File: config.mk
export PLATFORM = sky130hd
export DESIGN_NAME = i2c_master_ctrl
export DESIGN_NICKNAME = d
export VERILOG_FILES = /design/src/rtl/i2c_pkg.sv /design/src/rtl/i2c_tick_gen.sv /design/src/rtl/i2c_master_ctrl.sv
export SDC_FILE = /design/constraint.sdc
export NUM_CORES = 1
export LEC_CHECK = 0
export BUFFER_PORTS_ARGS = -buffer_cell sky130_fd_sc_hd__buf_2
export CAP_MARGIN = 20
export CORE_ASPECT_RATIO = 1.75
export CORE_MARGIN = 10
export CORE_UTILIZATION = 27
export DETAILED_ROUTE_END_ITERATION = 6
export PLACE_DENSITY = 0.56
export RECOVER_POWER = 25
export SYNTH_ARGS = -nofsm -noshare
export SYNTH_HDL_FRONTEND = slang
export SYNTH_SLANG_ARGS = --single-unit
File: constraint.sdc
create_clock -name clk -period 3.1 [get_ports clk]
set_input_delay 0.62 -clock clk [delete_from_list [all_inputs] [get_ports clk]]
set_output_delay 0.62 -clock clk [all_outputs]
set_load 0.005 [all_outputs]
File: src/rtl/i2c_pkg.sv
// Shared types and constants for the I2C master transaction sequencer.
package i2c_pkg;

    typedef enum logic [3:0] {
        IDLE, START, ADDR, AACK, WDATA, WACK, RDATA, RACK, STOP
    } state_t;

    localparam logic [1:0] Q0 = 2'd0;
    localparam logic [1:0] Q1 = 2'd1;
    localparam logic [1:0] Q2 = 2'd2;
    localparam logic [1:0] Q3 = 2'd3;

    localparam logic ACK  = 1'b0;
    localparam logic NACK = 1'b1;

endpackage

File: src/rtl/i2c_tick_gen.sv
// Quarter-bit tick divider: one tick every CLK_DIV clocks while enabled,
// held cleared while disabled so the first tick lands CLK_DIV clocks after enable.
module i2c_tick_gen #(
    parameter int CLK_DIV = 4
) (
    input  logic clk,
    input  logic rst,
    input  logic en,
    output logic tick
);

    localparam int CW = (CLK_DIV > 2) ? $clog2(CLK_DIV) : 1;

    logic [CW-1:0] cnt;

    assign tick = en && (cnt == CW'(CLK_DIV - 1));

    always_ff @(posedge clk or posedge rst) begin
        if (rst) begin
            cnt <= '0;
        end else if (!en || tick) begin
            cnt <= '0;
        end else begin
            cnt <= cnt + 1'b1;
        end
    end

endmodule

File: src/rtl/i2c_master_ctrl.sv
// I2C master transaction sequencer: START, address+R/W, ACK, data bytes, STOP.
// All bus timing is owned here; state and phase advance on quarter ticks only.
module i2c_master_ctrl
    import i2c_pkg::*;
#(
    parameter int CLK_DIV = 4,
    parameter int NB_W    = 4
) (
    input  logic            clk,
    input  logic            rst,
    input  logic            go,
    input  logic [6:0]      addrIn,
    input  logic            rw,
    input  logic [NB_W-1:0] nbytes,
    input  logic [7:0]      wdata,
    output logic            wreq,
    output logic [7:0]      rdata,
    output logic            rvalid,
    input  logic            iSDA,
    output logic            oSDA,
    output logic            sda_oe,
    output logic            scl,
    output logic            busy,
    output logic            done,
    output logic            nack
);

    logic            tick;
    state_t          state;
    logic [1:0]      ph;
    logic [2:0]      bitcnt;
    logic [NB_W-1:0] cnt;
    logic [7:0]      sh;
    logic [7:0]      wbuf;
    logic            rw_q;
    logic            ack_smp;

    i2c_tick_gen #(.CLK_DIV(CLK_DIV)) u_tick (
        .clk  (clk),
        .rst  (rst),
        .en   (busy),
        .tick (tick)
    );

    always_ff @(posedge clk or posedge rst) begin
        if (rst) begin
            state   <= IDLE;
            ph      <= Q0;
            bitcnt  <= '0;
            cnt     <= '0;
            sh      <= '0;
            wbuf    <= '0;
            rw_q    <= 1'b0;
            ack_smp <= ACK;
            scl     <= 1'b1;
            oSDA    <= 1'b1;
            sda_oe  <= 1'b0;
            busy    <= 1'b0;
            done    <= 1'b0;
            nack    <= 1'b0;
            wreq    <= 1'b0;
            rvalid  <= 1'b0;
            rdata   <= '0;
        end else begin
            done   <= 1'b0;
            wreq   <= 1'b0;
            rvalid <= 1'b0;
            // Host answers wreq in this cycle; SCL is still low in q0 of WDATA.
            if (wreq) begin
                sda_oe <= 1'b1;
                oSDA   <= wdata[7];
                sh     <= {wdata[6:0], 1'b0};
            end
            if (state == IDLE) begin
                if (go) begin
                    state  <= START;
                    ph     <= Q0;
                    bitcnt <= '0;
                    sh     <= {addrIn, rw};
                    rw_q   <= rw;
                    cnt    <= nbytes;
                    wbuf   <= wdata;
                    nack   <= 1'b0;
                    busy   <= 1'b1;
                    sda_oe <= 1'b1;
                    oSDA   <= 1'b1;
                    scl    <= 1'b1;
                end
            end else if (tick) begin
                if (ph != Q3) begin
                    ph  <= ph + 2'd1;
                    scl <= (state == START) || (ph == Q1) || (ph == Q2);
                    if (ph == Q2 && state == RDATA) sh <= {sh[6:0], iSDA};
                    if (ph == Q2 && (state == AACK || state == WACK)) ack_smp <= iSDA;
                    if (state == START && ph == Q1) oSDA <= 1'b0;
                    if (state == STOP && ph == Q2) oSDA <= 1'b1;
                end else begin
                    ph  <= Q0;
                    scl <= 1'b0;
                    case (state)
                        START: begin
                            state <= ADDR;
                            oSDA  <= sh[7];
                            sh    <= {sh[6:0], 1'b0};
                        end
                        ADDR, WDATA: begin
                            if (bitcnt == 3'd7) begin
                                bitcnt <= '0;
                                state  <= (state == ADDR) ? AACK : WACK;
                                sda_oe <= 1'b0;
                            end else begin
                                bitcnt <= bitcnt + 3'd1;
                                oSDA   <= sh[7];
                                sh     <= {sh[6:0], 1'b0};
                            end
                        end
                        AACK: begin
                            if (ack_smp == NACK || cnt == '0) begin
                                nack   <= (ack_smp == NACK);
                                state  <= STOP;
                                sda_oe <= 1'b1;
                                oSDA   <= 1'b0;
                            end else if (rw_q) begin
                                state <= RDATA;
                            end else begin
                                state  <= WDATA;
                                sda_oe <= 1'b1;
                                oSDA   <= wbuf[7];
                                sh     <= {wbuf[6:0], 1'b0};
                            end
                        end
                        WACK: begin
                            cnt <= cnt - NB_W'(1);
                            if (ack_smp == NACK || cnt == NB_W'(1)) begin
                                nack   <= (ack_smp == NACK);
                                state  <= STOP;
                                sda_oe <= 1'b1;
                                oSDA   <= 1'b0;
                            end else begin
                                state <= WDATA;
                                wreq  <= 1'b1;
                            end
                        end
                        RDATA: begin
                            if (bitcnt == 3'd7) begin
                                bitcnt <= '0;
                                state  <= RACK;
                                rdata  <= sh;
                                rvalid <= 1'b1;
                                sda_oe <= 1'b1;
                                oSDA   <= (cnt == NB_W'(1)) ? NACK : ACK;
                            end else begin
                                bitcnt <= bitcnt + 3'd1;
                            end
                        end
                        RACK: begin
                            cnt <= cnt - NB_W'(1);
                            if (cnt == NB_W'(1)) begin
                                state <= STOP;
                                oSDA  <= 1'b0;
                            end else begin
                                state  <= RDATA;
                                sda_oe <= 1'b0;
                            end
                        end
                        STOP: begin
                            state  <= IDLE;
                            scl    <= 1'b1;
                            oSDA   <= 1'b1;
                            sda_oe <= 1'b0;
                            busy   <= 1'b0;
                            done   <= 1'b1;
                        end
                        default: state <= IDLE;
                    endcase
                end
            end
        end
    end

endmodule

==> flow_metrics.py <==
metrics = {
    "worst_setup_path": {
        "critPathKind": "reg2reg",
        "r2r-start": "state[3]$_DFFE_PP0P_",
        "r2r_end": "scl$_DFFE_PP1P_",
        "path_max_fanout": 25,
        "worstPathCellList": "nor4_1 -> nor2_1 -> nor2_2 -> mux2_2",
        "cp-start-kind": "flop",
        "r2r_slack_ps": 560,
        "worstPathRequired_ps": 3320,
        "crit_buf_inv": 0,
        "crit_slowest_cell": "dfrtp_1",
        "path_delay_family": "simple AND/OR/NAND/NOR gates",
        "cp_data_arrival_time_ps": 2770,
        "crit_cells": 4,
        "ff2ff_path_depth": 4,
        "slowest_delay_ps": 680,
        "end_kind": "flop",
        "startpoint": "state[3]$_DFFE_PP0P_",
        "critical_path.endpoint": "scl$_DFFE_PP1P_",
    },
    "placed_design": {
        "port_buffers": 39,
        "gp_congestion": 0.822,
        "hpwlAfterDp_mm": 6.33,
        "placedCellCount": 465,
    },
    "sta": {
        "setup_viol": 0,
        "rsz0062_at_grt": "no",
        "finClkSkew_ps": 6.03,
        "final_hold_viol_count": 0,
        "finalWorstPathRequiredPeriod_ps": 2540,
        "setup-tns-final_ps": 0,
        "period_share": 0.821,
        "report.final.slew_viol_count": 29,
        "relSlewSlack": -0.0411,
        "worst_slew_pin_slew_ps": 1560,
        "fmax_mhz": 393,
    },
    "cells_and_area": {
        "fin_cells": 473,
        "final_layout_size_suffix_gt1_frac": 0.274,
        "final-seq-area_um2": 1230,
        "final_nets": 374,
        "area_growth_pct": 15.2,
        "fillCellCount": 1129,
        "diodes": 0,
        "multi_input_area_um2": 1610,
    },
    "synth": {
        "synth_top_flop_cell": "dfrtp_1",
        "ys_top_cells_by_count": "dfrtp_1, nand2_1, mux2_2",
        "synth_nets": 340,
        "avgSynthCellArea_um2": 9.64,
        "ys_async_sr_fraction": 1.00,
        "synth_area_um2": 2970,
        "synth_cell_types": 62,
        "seq_area_frac_synth": 0.414,
        "synth_edf_count": 0,
        "yosys_warnings": 0,
        "synth_area_leader_cell": "dfrtp_1",
        "netlist_instances": 308,
        "synth_top_area_frac": 0.396,
        "synth_area_leaders": "dfrtp_1, mux2_2, nand2_1",
        "synth.most_common_cell": "dfrtp_1",
        "ys_ff_latch": 49,
    },
    "clock_tree": {
        "clkSinkCount": 49,
        "cts_htree_levels": 2,
        "cts.reportedPaths.clkPinSlew_ps": 70,
        "clock_path_buffers": 2,
        "cts-hold-fix-buffers": 0,
        "cts_made_buffers": 5,
        "cts_resized": 0,
        "cts_setup_buffers": 0,
        "cts_tree": "yes",
        "clk_latency_ps": 290,
        "clock-root-buffer": "clkbuf_16",
    },
    "floorplanning": {
        "ios": 40,
        "core_area_um2": 10800,
        "start_util": 0.276,
        "die-area_um2": 15800,
        "die_w_um": 99.3,
        "die-height_um": 159,
        "row_count": 50,
    },
    "global_route": {
        "antenna_found_initial": 0,
        "grt_pass1_vias": 2524,
        "grt_max_degree": 29,
        "overflow": 0,
        "grt_pass1_wl_mm": 13.3,
        "grt_usage": 0.105,
    },
    "routing": {
        "avgRoutedWirePerCell_um": 17.3,
        "wirelength_mm": 8.18,
        "antenna_left": 0,
        "vias_per_cell": 5.19,
        "dr_total_vias": 2457,
        "drc": 0,
        "drtIter0Drc": 192,
        "dr.pass1.iters": 5,
    },
    "power_and_ir_drop": {
        "vdd_ir_drop_max_v": 0.000342,
        "power.density_nw_per_um2": 914,
        "p_leak_uw": 0.00149,
    },
    "worst_hold_path": {
        "hold_path.class": "reg2reg",
        "holdPathStages": 1,
    },
    "status": {
        "violations": "max-capacitance violations, max-slew violations",
        "outcome": "finished with violations",
    },
    "flow_run": {
        "max_cap_violations": 1,
    },
}
per-layer routing:
layer	vias up	GRT usage	share of wire
met1	1176	0.107	0.39
met3	12	0.0256	0.049
li1	1211	-	-
met5	-	0	0
met4	0	0.0535	0.025
met2	58	0.194	0.54
registers in the layout, indices dropped and copies added (netlist names):
signal,flops
ack_smp,1
bitcnt,3
busy,1
cnt,4
done,1
nack,1
oSDA,1
ph,2
rdata,8
rvalid,1
rw_q,1
scl,1
sda_oe,1
sh,8
state,4
u_tick.cnt,2
wbuf,8
wreq,1
metrics by stage:
stage | total power, uW | hold slack (ps) | utilization | setup WS (ps) | area [um2]
2_1_floorplan | 2210 | 414 | - | 864 | 2970
3_5_place_dp | 2600 | 443 | 0.305 | 571 | 3280
6_report | 3120 | 451 | 0.318 | 556 | 3420
5_1_grt | 3390 | 475 | 0.318 | 198 | 3420
3_3_place_gp | 2570 | 424 | 0.305 | 639 | 3280
4_1_cts | 3160 | 352 | 0.318 | 538 | 3420
how the worst min path moves through the flow:
| stage | from | endpoint | slack, ps |
|---|---|---|---|
| 2_1_floorplan | u_tick.cnt[0]$_DFF_PP0_ | u_tick.cnt[0]$_DFF_PP0_ | 410 |
| 3_3_place_gp | u_tick.cnt[0]$_DFF_PP0_ | u_tick.cnt[0]$_DFF_PP0_ | 420 |
| 3_5_place_dp | u_tick.cnt[0]$_DFF_PP0_ | u_tick.cnt[0]$_DFF_PP0_ | 440 |
| 4_1_cts | rst | rdata[0]$_DFFE_PP0P_ | 350 |
| 5_1_grt | u_tick.cnt[0]$_DFF_PP0_ | u_tick.cnt[0]$_DFF_PP0_ | 480 |
| 6_report | u_tick.cnt[0]$_DFF_PP0_ | u_tick.cnt[0]$_DFF_PP0_ | 450 |
where the power goes:
group	switching [uW]	internal (uW)
combinational	767	615
sequential	335	864
clock	241	300
total	1340	1780
cells by family (layout without fill, tap and decap cells):
logic type	after synthesis	count (layout)	share of synthesized area
simple gates	111	111	0.200
compound gates	83	83	0.197
flops	49	49	0.414
mux	30	30	0.113
buf+inv	27	62	0.0426
fa+ha+maj	8	8	0.0337
cell usage in the layout, fill, tap and decap left out, types with 2 or more instances in the layout:
master	Yosys	final
dfrtp_1	47	47
nand2_1	46	46
buf_2	5	39
mux2_2	27	27
nor2_1	17	17
a21oi_1	16	16
o21ai_0	14	14
nand3_1	9	9
inv_1	9	9
nor2b_1	8	8
o21ai_1	8	8
ha_1	8	8
a221o_1	5	5
a22oi_1	5	5
clkbuf_16	0	5
buf_4	1	5
nor3_1	4	4
nor3b_1	4	4
a222oi_1	4	4
o211ai_1	3	3
nand2b_1	3	3
mux2i_1	3	3
o22ai_1	3	3
a32o_1	3	3
o31ai_1	3	3
a31oi_1	3	3
nor4_1	2	2
or3b_2	2	2
o2bb2ai_1	2	2
clkbuf_1	9	2
clkinvlp_4	0	2
dfstp_2	2	2
cell type report:
type                    instances  area share
flip-flops and latches         49       0.359
clock inverters                 2     0.00439
multi-input cells             232       0.472
inverters                       9     0.00988
repair buffers                 45      0.0692
clock buffers                   6      0.0377
well taps                     130      0.0476
(Power assumes the default switching activity.)
